--- src/rtl/mem_stage_hs_if.sv ---
// rtl/mem_stage_hs_if.sv - data-memory request/response bus for the MEM stage
//
// Purpose: bundles the req/rvalid handshake between the MEM stage (master)
//          and a variable-latency data memory (slave).
// Signals:
//   mem_req    master->slave  one-cycle request pulse
//   mem_we     master->slave  request is a write
//   mem_addr   master->slave  request address
//   mem_wdata  master->slave  store data, right-justified
//   mem_size   master->slave  access size (00 byte .. 11 double)
//   mem_rvalid slave->master  read data valid / write ack
//   mem_rdata  slave->master  read data, right-justified
interface mem_stage_hs_if #(
  parameter int DATA_W = 64
);
  logic              mem_req;
  logic              mem_we;
  logic [DATA_W-1:0] mem_addr;
  logic [DATA_W-1:0] mem_wdata;
  logic [1:0]        mem_size;
  logic              mem_rvalid;
  logic [DATA_W-1:0] mem_rdata;

  modport master (
    output mem_req, mem_we, mem_addr, mem_wdata, mem_size,
    input  mem_rvalid, mem_rdata
  );

  modport slave (
    input  mem_req, mem_we, mem_addr, mem_wdata, mem_size,
    output mem_rvalid, mem_rdata
  );
endinterface

--- src/rtl/mem_stage_hs.sv ---
// rtl/mem_stage_hs.sv - MEM pipeline stage with variable-latency memory handshake
//
// Purpose: issues loads/stores over a req/rvalid handshake, stalls upstream
//          while an access is outstanding, sizes/extends load data and
//          registers the writeback controls and results for the WB stage.
// Ports:
//   clk, reset (sync, active-low)
//   valid_in, mem_read_in, mem_write_in, reg_write_in, memtoreg_in,
//   st_fwd_sel, size_in, sign_ext_in, wreg_in, alu_result_in,
//   store_data_in, fwd_data_in          : instruction from EX
//   mem (master modport)                 : data-memory bus
//   stall_out                            : freeze IF..EX
//   valid_out, reg_write_out, memtoreg_out, wreg_out,
//   alu_result_out, mem_result_out       : registered WB-stage payload
//   err_out                              : sticky access-timeout flag
// DATA_W must be at least 64 so that every access size fits.
module mem_stage_hs #(
  parameter int DATA_W  = 64,
  parameter int REG_W   = 5,
  parameter int TIMEOUT = 16
) (
  input  logic              clk,
  input  logic              reset,
  input  logic              valid_in,
  input  logic              mem_read_in,
  input  logic              mem_write_in,
  input  logic              reg_write_in,
  input  logic              memtoreg_in,
  input  logic              st_fwd_sel,
  input  logic [1:0]        size_in,
  input  logic              sign_ext_in,
  input  logic [REG_W-1:0]  wreg_in,
  input  logic [DATA_W-1:0] alu_result_in,
  input  logic [DATA_W-1:0] store_data_in,
  input  logic [DATA_W-1:0] fwd_data_in,
  mem_stage_hs_if.master    mem,
  output logic              stall_out,
  output logic              valid_out,
  output logic              reg_write_out,
  output logic              memtoreg_out,
  output logic [REG_W-1:0]  wreg_out,
  output logic [DATA_W-1:0] alu_result_out,
  output logic [DATA_W-1:0] mem_result_out,
  output logic              err_out
);

  localparam int CNT_W = $clog2(TIMEOUT + 1);

  typedef enum logic {S_IDLE = 1'b0, S_WAIT = 1'b1} state_t;

  state_t state_q, state_d;

  // Request fields latched at issue; upstream is frozen but we do not rely on it.
  logic              lat_we_q,        lat_we_d;
  logic [1:0]        lat_size_q,      lat_size_d;
  logic              lat_sx_q,        lat_sx_d;
  logic              lat_reg_write_q, lat_reg_write_d;
  logic              lat_memtoreg_q,  lat_memtoreg_d;
  logic [REG_W-1:0]  lat_wreg_q,      lat_wreg_d;
  logic [DATA_W-1:0] lat_alu_q,       lat_alu_d;
  logic [CNT_W-1:0]  cnt_q,           cnt_d;

  logic              valid_q,         valid_d;
  logic              reg_write_q,     reg_write_d;
  logic              memtoreg_q,      memtoreg_d;
  logic [REG_W-1:0]  wreg_q,          wreg_d;
  logic [DATA_W-1:0] alu_result_q,    alu_result_d;
  logic [DATA_W-1:0] mem_result_q,    mem_result_d;
  logic              err_q,           err_d;

  logic mem_op;
  logic rsp_ok;
  logic timeout_hit;

  assign mem_op      = valid_in & (mem_read_in | mem_write_in);
  assign rsp_ok      = (state_q == S_WAIT) & mem.mem_rvalid;
  // Fires on the TIMEOUT-th WAIT cycle that sees no response.
  assign timeout_hit = (state_q == S_WAIT) & ~mem.mem_rvalid &
                       (cnt_q == CNT_W'(TIMEOUT - 1));

  function automatic logic [DATA_W-1:0] size_extend(
    input logic [DATA_W-1:0] d,
    input logic [1:0]        sz,
    input logic              sx
  );
    logic [DATA_W-1:0] r;
    case (sz)
      2'b00:   r = {{(DATA_W-8){sx & d[7]}},   d[7:0]};
      2'b01:   r = {{(DATA_W-16){sx & d[15]}}, d[15:0]};
      2'b10:   r = {{(DATA_W-32){sx & d[31]}}, d[31:0]};
      default: r = d;
    endcase
    return r;
  endfunction

  // State register and all datapath flops.
  always_ff @(posedge clk) begin
    if (!reset) begin
      state_q         <= S_IDLE;
      lat_we_q        <= 1'b0;
      lat_size_q      <= 2'b00;
      lat_sx_q        <= 1'b0;
      lat_reg_write_q <= 1'b0;
      lat_memtoreg_q  <= 1'b0;
      lat_wreg_q      <= '0;
      lat_alu_q       <= '0;
      cnt_q           <= '0;
      valid_q         <= 1'b0;
      reg_write_q     <= 1'b0;
      memtoreg_q      <= 1'b0;
      wreg_q          <= '0;
      alu_result_q    <= '0;
      mem_result_q    <= '0;
      err_q           <= 1'b0;
    end else begin
      state_q         <= state_d;
      lat_we_q        <= lat_we_d;
      lat_size_q      <= lat_size_d;
      lat_sx_q        <= lat_sx_d;
      lat_reg_write_q <= lat_reg_write_d;
      lat_memtoreg_q  <= lat_memtoreg_d;
      lat_wreg_q      <= lat_wreg_d;
      lat_alu_q       <= lat_alu_d;
      cnt_q           <= cnt_d;
      valid_q         <= valid_d;
      reg_write_q     <= reg_write_d;
      memtoreg_q      <= memtoreg_d;
      wreg_q          <= wreg_d;
      alu_result_q    <= alu_result_d;
      mem_result_q    <= mem_result_d;
      err_q           <= err_d;
    end
  end

  // Next-state logic.
  always_comb begin
    state_d = state_q;
    case (state_q)
      S_IDLE:  if (mem_op) state_d = S_WAIT;
      S_WAIT:  if (rsp_ok || timeout_hit) state_d = S_IDLE;
      default: state_d = S_IDLE;
    endcase
  end

  // Combinational outputs: request issue and stall.
  always_comb begin
    mem.mem_req   = (state_q == S_IDLE) & mem_op;
    mem.mem_we    = (state_q == S_IDLE) & mem_op & mem_write_in;
    mem.mem_addr  = alu_result_in;
    mem.mem_size  = size_in;
    mem.mem_wdata = st_fwd_sel ? fwd_data_in : store_data_in;
    if (state_q == S_IDLE) stall_out = mem_op;
    else                   stall_out = ~mem.mem_rvalid;
  end

  // Datapath next-values. Default is a bubble to WB; other payload holds.
  always_comb begin
    lat_we_d        = lat_we_q;
    lat_size_d      = lat_size_q;
    lat_sx_d        = lat_sx_q;
    lat_reg_write_d = lat_reg_write_q;
    lat_memtoreg_d  = lat_memtoreg_q;
    lat_wreg_d      = lat_wreg_q;
    lat_alu_d       = lat_alu_q;
    cnt_d           = cnt_q;
    valid_d         = 1'b0;
    reg_write_d     = 1'b0;
    memtoreg_d      = memtoreg_q;
    wreg_d          = wreg_q;
    alu_result_d    = alu_result_q;
    mem_result_d    = mem_result_q;
    err_d           = err_q;

    case (state_q)
      S_IDLE: begin
        if (mem_op) begin
          lat_we_d        = mem_write_in;
          lat_size_d      = size_in;
          lat_sx_d        = sign_ext_in;
          lat_reg_write_d = reg_write_in;
          lat_memtoreg_d  = memtoreg_in;
          lat_wreg_d      = wreg_in;
          lat_alu_d       = alu_result_in;
          cnt_d           = '0;
        end else if (valid_in) begin
          valid_d      = 1'b1;
          reg_write_d  = reg_write_in;
          memtoreg_d   = memtoreg_in;
          wreg_d       = wreg_in;
          alu_result_d = alu_result_in;
          mem_result_d = '0;
        end
      end
      S_WAIT: begin
        if (rsp_ok) begin
          valid_d      = 1'b1;
          reg_write_d  = lat_reg_write_q;
          memtoreg_d   = lat_memtoreg_q;
          wreg_d       = lat_wreg_q;
          alu_result_d = lat_alu_q;
          mem_result_d = lat_we_q ? '0
                                  : size_extend(mem.mem_rdata, lat_size_q, lat_sx_q);
        end else if (timeout_hit) begin
          // Abandoned access still retires so the pipeline drains, but never writes a register.
          valid_d      = 1'b1;
          reg_write_d  = 1'b0;
          memtoreg_d   = lat_memtoreg_q;
          wreg_d       = lat_wreg_q;
          alu_result_d = lat_alu_q;
          mem_result_d = '0;
          err_d        = 1'b1;
        end else begin
          cnt_d = cnt_q + CNT_W'(1);
        end
      end
      default: ;
    endcase
  end

  assign valid_out      = valid_q;
  assign reg_write_out  = reg_write_q;
  assign memtoreg_out   = memtoreg_q;
  assign wreg_out       = wreg_q;
  assign alu_result_out = alu_result_q;
  assign mem_result_out = mem_result_q;
  assign err_out        = err_q;

endmodule

--- src/flat_wrapper.sv ---
// flat-port wrapper written by rule: the top's interface ports become plain ports
module mem_stage_hs_flat 
#(
  parameter int DATA_W  = 64,
  parameter int REG_W   = 5,
  parameter int TIMEOUT = 16
)
  (clk, reset, valid_in, mem_read_in, mem_write_in, reg_write_in, memtoreg_in, st_fwd_sel, size_in, sign_ext_in, wreg_in, alu_result_in, store_data_in, fwd_data_in, stall_out, valid_out, reg_write_out, memtoreg_out, wreg_out, alu_result_out, mem_result_out, err_out, mem_mem_req, mem_mem_we, mem_mem_addr, mem_mem_wdata, mem_mem_size, mem_mem_rvalid, mem_mem_rdata);
  mem_stage_hs_if #(.DATA_W(DATA_W)) mem_i ();
  input  logic clk;
  input  logic reset;
  input  logic valid_in;
  input  logic mem_read_in;
  input  logic mem_write_in;
  input  logic reg_write_in;
  input  logic memtoreg_in;
  input  logic st_fwd_sel;
  input  logic [1:0] size_in;
  input  logic sign_ext_in;
  input  logic [REG_W-1:0] wreg_in;
  input  logic [DATA_W-1:0] alu_result_in;
  input  logic [DATA_W-1:0] store_data_in;
  input  logic [DATA_W-1:0] fwd_data_in;
  output logic stall_out;
  output logic valid_out;
  output logic reg_write_out;
  output logic memtoreg_out;
  output logic [REG_W-1:0] wreg_out;
  output logic [DATA_W-1:0] alu_result_out;
  output logic [DATA_W-1:0] mem_result_out;
  output logic err_out;
  output wire logic [$bits(mem_i.mem_req)-1:0] mem_mem_req;
  output wire logic [$bits(mem_i.mem_we)-1:0] mem_mem_we;
  output wire logic [$bits(mem_i.mem_addr)-1:0] mem_mem_addr;
  output wire logic [$bits(mem_i.mem_wdata)-1:0] mem_mem_wdata;
  output wire logic [$bits(mem_i.mem_size)-1:0] mem_mem_size;
  input wire logic [$bits(mem_i.mem_rvalid)-1:0] mem_mem_rvalid;
  input wire logic [$bits(mem_i.mem_rdata)-1:0] mem_mem_rdata;
  assign mem_mem_req = mem_i.mem_req;
  assign mem_mem_we = mem_i.mem_we;
  assign mem_mem_addr = mem_i.mem_addr;
  assign mem_mem_wdata = mem_i.mem_wdata;
  assign mem_mem_size = mem_i.mem_size;
  assign mem_i.mem_rvalid = mem_mem_rvalid;
  assign mem_i.mem_rdata = mem_mem_rdata;
  mem_stage_hs #(.DATA_W(DATA_W), .REG_W(REG_W), .TIMEOUT(TIMEOUT)) u_core (.clk(clk), .reset(reset), .valid_in(valid_in), .mem_read_in(mem_read_in), .mem_write_in(mem_write_in), .reg_write_in(reg_write_in), .memtoreg_in(memtoreg_in), .st_fwd_sel(st_fwd_sel), .size_in(size_in), .sign_ext_in(sign_ext_in), .wreg_in(wreg_in), .alu_result_in(alu_result_in), .store_data_in(store_data_in), .fwd_data_in(fwd_data_in), .mem(mem_i), .stall_out(stall_out), .valid_out(valid_out), .reg_write_out(reg_write_out), .memtoreg_out(memtoreg_out), .wreg_out(wreg_out), .alu_result_out(alu_result_out), .mem_result_out(mem_result_out), .err_out(err_out));
endmodule
--- config.mk ---
export PLATFORM = sky130hd
export DESIGN_NAME = mem_stage_hs_flat
export DESIGN_NICKNAME = d
export VERILOG_FILES = /design/src/rtl/mem_stage_hs_if.sv /design/src/rtl/mem_stage_hs.sv /design/src/flat_wrapper.sv
export SDC_FILE = /design/constraint.sdc
export NUM_CORES = 1
export LEC_CHECK = 0
export BUFFER_PORTS_ARGS = -buffer_cell sky130_fd_sc_hd__buf_2
export CORE_AREA = 2 2 209 211
export DETAILED_ROUTE_END_ITERATION = 10
export DIE_AREA = 0 0 211 213
export GPL_TIMING_DRIVEN = 0
export PLACE_DENSITY = 0.49
export SLEW_MARGIN = 20
export SYNTH_ARGS = -nofsm -noshare
export SYNTH_HDL_FRONTEND = slang
export SYNTH_SLANG_ARGS = --single-unit
--- constraint.sdc ---
create_clock -name clk -period 6.35 [get_ports clk]
set_clock_uncertainty 0.2 [all_clocks]
set_input_delay 0.635 -clock clk [delete_from_list [all_inputs] [get_ports clk]]
set_output_delay 0.635 -clock clk [all_outputs]
set_load 0.02 [all_outputs]
==> results of run 1 <==
-- per-stage QoR --
stage / hold slack [ns] / area, um^2 / power (W) / cells / worst slack, ns
6_report: 0.100 / 13600 / 0.00377 / 2184 / 3.28
5_1_grt: 0.0836 / 13600 / 0.00393 / 2178 / 3.17
4_1_cts: 0.0702 / 13600 / 0.00382 / 2175 / 3.26
2_1_floorplan: 0.225 / 9240 / 0.00188 / 1039 / 3.81
3_5_place_dp: 0.242 / 12600 / 0.00218 / 2126 / 3.26
3_3_place_gp: 0.234 / 12600 / 0.00217 / 2126 / 3.32
-- registers in the layout (all words and copies together) (netlist names) --
signal / cells
u_core.valid_out: 1
u_core.lat_reg_write_q: 1
u_core.cnt_q: 5
u_core.lat_sx_q: 1
u_core.reg_write_out: 1
u_core.lat_memtoreg_q: 1
u_core.alu_result_out: 64
u_core.lat_size_q: 2
u_core.lat_we_q: 1
u_core.state_q: 1
u_core.wreg_out: 5
u_core.lat_wreg_q: 5
u_core.memtoreg_out: 1
u_core.mem_result_out: 64
u_core.lat_alu_q: 64
u_core.err_out: 1
-- worst max-delay path, stage by stage --
cell      delay, ns
clkbuf_1       0.38
clkbuf_1       0.60
mux2_2         0.42
buf_2          0.20
-- power groups by stage --
stage	clock network, W	registers (W)	logic [W]
3_3_place_gp	0	0.00151	0.000664
5_1_grt	0.00172	0.00149	0.000723
4_1_cts	0.00167	0.00148	0.000672
6_report	0.00162	0.00148	0.000663
3_5_place_dp	0	0.00151	0.000671
2_1_floorplan	0	0.00156	0.000325
-- metal layers --
metal	part of all wire (%)	wire [um]	global-route usage, %
met1	45	19700	25.5
met2	44	18900	28.6
met3	8.5	3670	4.71
met4	2.5	1080	5.10
met5	0.076	33	0
-- worst max-delay path by stage --
stage                         to  depth (start not counted)        from  slack [ns]
2_1_floorplan  mem_mem_wdata[10]                          3  st_fwd_sel        3.81
3_3_place_gp   mem_mem_wdata[24]                          4  st_fwd_sel        3.32
3_5_place_dp   mem_mem_wdata[22]                          4  st_fwd_sel        3.26
4_1_cts        mem_mem_wdata[22]                          4  st_fwd_sel        3.26
5_1_grt        mem_mem_wdata[24]                          4  st_fwd_sel        3.17
6_report       mem_mem_wdata[22]                          4  st_fwd_sel        3.28
-- layout make-up --
type | instances | area [um^2] | share of cell area, %
clock buffer | 39 | 792 | 5.82
inverter | 6 | 22.5 | 0.166
multi-input combinational | 668 | 4000 | 29.4
clock inverter | 10 | 149 | 1.09
tap | 546 | 683 | 5.02
sequential | 218 | 4360 | 32.1
timing repair buffer | 541 | 2710 | 19.9
antenna | 9 | 22.5 | 0.166
buffer | 147 | 858 | 6.31
-- kinds of logic (layout without fill, tap and decap cells) --
group / count (synthesis) / after routing / synth area share (%)
compound gates: 247 / 247 / 19.8
fa+ha+maj: 2 / 2 / 0.271
buf+inv: 153 / 743 / 9.53
flops: 218 / 218 / 47.2
mux: 66 / 66 / 8.01
other cells: 0 / 9 / 0
simple gates: 353 / 353 / 15.2
-- synthesized netlist by cell type, drive strengths merged (2+ instances only) --
master and n:
a22o 9, buf 91, a311oi 70, inv 6, mux2i 2, o2bb2ai 55, nor2b 2, ha 2
nor3b 2, a21oi 33, mux2 64, nor4 2, o21ai 74, nand3 4, and3 2, or2 2
dfxtp 218, and2 2, nor2 111, clkbuf 56, nand2 222
==> results.json, run 1 <==
{
  "drc": 0,
  "h-tree-depth": 1,
  "r2r.worst_path.cells": 8,
  "endpoint_kind": "output pin",
  "power_density_mw_per_mm2": 277,
  "layout_common_cells": "buf_2, nand2_1, dfxtp_1",
  "path_max_fanout": 10,
  "min_period_over_period_pct": 48.4,
  "min_to": "u_core.mem_result_out[1]$_SDFFE_PN0P_",
  "core_area_mm2": 0.0427,
  "cts_resized": 0,
  "cts_tree": "yes",
  "worstHoldPathType": "input port to flip-flop",
  "grt_max_degree": 15,
  "hold_viol_final": 0,
  "ys_types": 42,
  "nNetsFinal": 1885,
  "outcome": "completed",
  "grt-ovfl-total": 0,
  "wirelength_um": 43400,
  "rsz0062_at_grt": "false",
  "grt_util_all_layers_pct": 18.5,
  "synth.avg_cell_area_um2": 8.90,
  "p_comb_share_pct": 17.6,
  "synth_warnings": 0,
  "clk_latency_ns": 0.56,
  "setup_viol": 0,
  "area_growth_pct": 47.1,
  "drive_gt1_share_pct": 46.3,
  "dr.pass1.iters": 5,
  "grt_pass1_wl_um": 61900,
  "vias_per_cell": 4.46,
  "switching_share_pct": 28.8,
  "synth_seq_cells": 218,
  "clock_path_buffers": 3,
  "start_kind": "input port",
  "slew_viol_final": 0,
  "power_switching_w": 0.00108,
  "cts.hold.buffers_added": 0,
  "p_clk_share_pct": 43.1,
  "place_hpwl_um": 34800,
  "fmax_mhz": 326,
  "cts-root-buf": "clkbuf_16",
  "worst_pin_slew_ns": 0.938,
  "slew_headroom_pct": 37.0,
  "cts_made_buffers": 28,
  "top_level_ports": 543,
  "hp-start": "mem_mem_rdata[1]",
  "clkTransAtPathRegs_ns": 0.06,
  "num_rows": 76,
  "hold_depth": 2,
  "synth_cells": 1039,
  "fp.dieH_um": 213,
  "synthFlopType": "dfxtp_1",
  "antenna_left": 0,
  "synth_area_leaders": "dfxtp_1, nand2_1, mux2_2",
  "synth-edff-count": 0,
  "reg2reg_to": "u_core.mem_result_out[33]$_SDFFE_PN0P_",
  "worstPathArrival_ns": 2.24,
  "wire_per_inst_um": 19.9,
  "fin_tns_setup_ns": 0,
  "ir_drop_uv": 163,
  "ys_seq_area_share_pct": 47.2,
  "die_w_um": 211,
  "path_class": "input port to output pin",
  "finish.utilization_pct": 31.8,
  "fin_crit_ns": 3.07,
  "r2r_start": "u_core.cnt_q[0]$_SDFFE_PN0P_",
  "synth_area_mm2": 0.00924,
  "postCtsSetupBuffers": 0,
  "p_leak_nw": 6.26,
  "cts.sinks": 218,
  "gp_congestion": 0.977,
  "io_buffers": 541,
  "required_ns": 5.51,
  "synth_top_area_cell": "dfxtp_1",
  "seqPwrFrac_pct": 39.3,
  "die_area_mm2": 0.0449,
  "r2r_slack_ns": 3.50,
  "power.internal_w": 0.00268,
  "initial_core_util_pct": 21.7,
  "grt_pass1_vias": 9445,
  "nFillCells": 4555,
  "yosys.area.top_type_share_pct": 47.2,
  "synth_nets": 1314,
  "mostFrequentLayoutCell": "buf_2",
  "cap_viol_max_count": 0,
  "grt_antenna_before_repair": 15,
  "routed-via-count": 9748,
  "async_flop_share_pct": 0,
  "drt_iter0_drc": 444
}
Power figures use the tool's default switching activity.
==> run 2, diff against run 1 <==
Settings changed: CORE_AREA 2 2 209 211 to 2 2 210 212, DIE_AREA 0 0 211 213 to 0 0 212 214, PLACE_DENSITY 0.49 to 0.48.
Clock period 6.35 ns to 3.2 ns, I/O delays scaled along.
==> results.json, run 2 (synthesis results as in run 1) <==
{
  "outcome": "completed",
  "finish.utilization_pct": 35.0,
  "drive_gt1_share_pct": 42.7,
  "path_class": "flip-flop to flip-flop",
  "place_hpwl_um": 34600,
  "grt_pass1_wl_um": 64800,
  "fin_crit_ns": 2.85,
  "min_period_over_period_pct": 89.0,
  "endpoint_kind": "flip-flop",
  "worstPathArrival_ns": 3.11,
  "hold_viol_final": 0,
  "antenna_left": 0,
  "die_w_um": 212,
  "grt_util_all_layers_pct": 18.9,
  "grt_pass1_vias": 10500,
  "fmax_mhz": 351,
  "fp.dieH_um": 214,
  "cts.hold.buffers_added": 143,
  "multi_input_area_mm2": 0.00400,
  "rsz0062_at_grt": "false",
  "cts-root-buf": "clkbuf_16",
  "crit_chain": "ha_1, and3_1, ha_1, o21ai_0, o21ai_2, nor2_2, clkbuf_1, o2bb2ai_1",
  "wire_per_inst_um": 19.0,
  "area_growth_pct": 62.2,
  "num_rows": 76,
  "gp_congestion": 1.08,
  "h-tree-depth": 1,
  "diodes": 0,
  "dr.pass1.iters": 7,
  "r2r_slack_ns": 0.35,
  "hp-start": "u_core.lat_alu_q[0]$_SDFFE_PN0N_",
  "routed-via-count": 10300,
  "worst_pin_slew_ns": 0.824,
  "grt-ovfl-total": 0,
  "drc": 0,
  "hold_depth": 2,
  "cpPeakStageDelay_ns": 0.56,
  "crit_family": "simple AND/OR/NAND/NOR gates",
  "crit_buf_inv": 1,
  "cp.depth": 8,
  "r2r_start": "u_core.cnt_q[0]$_SDFFE_PN0P_",
  "io_buffers": 541,
  "postCtsSetupBuffers": 0,
  "path_max_fanout": 10,
  "setup_viol": 0,
  "cts.sinks": 218,
  "reg2reg_to": "u_core.mem_result_out[8]$_SDFFE_PN0P_",
  "p_leak_nw": 6.84,
  "fin_ws_ns": 0.351,
  "ir_drop_uv": 307,
  "drt_iter0_drc": 537,
  "nFillCells": 4478,
  "seq_area_mm2": 0.00436,
  "pre_cts_ws_ns": 0.331,
  "clock_path_buffers": 3,
  "required_ns": 3.46,
  "postPlaceCellArea_mm2": 0.0127,
  "power_density_mw_per_mm2": 496,
  "grt_max_degree": 13,
  "slowest_stage": "nor2_2",
  "crit_top_cell": "ha_1",
  "grt_antenna_before_repair": 10,
  "wirelength_um": 44700,
  "cts_made_buffers": 26,
  "min_to": "u_core.lat_alu_q[0]$_SDFFE_PN0N_",
  "r2r.worst_path.cells": 8,
  "die_area_mm2": 0.0454,
  "startpoint": "u_core.cnt_q[0]$_SDFFE_PN0P_",
  "cts_tree": "yes",
  "cap_viol_max_count": 0,
  "nNetsFinal": 2026,
  "slew_viol_final": 0,
  "slew_headroom_pct": 45.1,
  "cts_resized": 0,
  "clkTransAtPathRegs_ns": 0.06,
  "fin_tns_setup_ns": 0,
  "postLayoutCellArea_mm2": 0.0150,
  "start_kind": "flip-flop",
  "mostFrequentLayoutCell": "buf_2",
  "core_area_mm2": 0.0429,
  "vias_per_cell": 4.39,
  "top_level_ports": 543,
  "clk_latency_ns": 0.54,
  "worstHoldPathType": "flip-flop to flip-flop",
  "whs_ns": 0.251,
  "layout_common_cells": "buf_2, nand2_1, dfxtp_1",
  "initial_core_util_pct": 21.6
}
## run 2: cell types whose count changed in the layout (fill, tap and decap cells not counted), moves of 2 or more
cell	previous run	this run
dlygate4sd3_1	0	143
diode_2	9	0
clkinv_2	2	7
clkbuf_1	62	60
## run 2: through the flow
step | instances | power (W)
final | 2356 | 0.00743
after CTS | 2356 | 0.00755
after global routing | 2356 | 0.00778
after floorplan | 1039 | 0.00373
after global placement | 2165 | 0.00433
after detailed placement | 2165 | 0.00434
## run 2: how the worst max path moves through the flow
stage / end / slack [ns]
global route: u_core.mem_result_out[17]$_SDFFE_PN0P_ / 0.14
CTS: u_core.mem_result_out[38]$_SDFFE_PN0P_ / 0.31
finish: u_core.mem_result_out[8]$_SDFFE_PN0P_ / 0.35
detailed placement: u_core.mem_result_out[38]$_SDFFE_PN0P_ / 0.33
floorplan: u_core.mem_result_out[11]$_SDFFE_PN0P_ / 1.07
global placement: u_core.mem_result_out[34]$_SDFFE_PN0P_ / 0.39
## run 2: final cells by class
type                    instances  area share [%]
flip-flops and latches        218            29.1
repair buffers                684            27.6
multi-input cells             668            26.7
plain buffers                 147            5.73
clock buffers                  36            5.07
well taps                     585            4.88
clock inverters                12           0.785
inverters                       6           0.150
## run 2: tightest hold or removal path: stages (launching register included)
cell,delay (ns)
dfxtp_1,0.32
nand2_1,0.04
o21ai_0,0.05
## run 2: report_power, final
part	total, W	internal, W	leakage, nW	switching (W)
Combinational	0.00148	0.000611	4.63	0.000866
Clock	0.00302	0.00182	0.429	0.00120
Sequential	0.00294	0.00286	1.78	0.0000774
## run 2: routing by layer
layer	vias to the layer above	GRT usage (%)	wire, um
met4	8	4.30	995
met5	-	0	52
li1	4996	-	-
met1	4840	24.4	19900
met3	64	6.07	4010
met2	432	30.4	19800
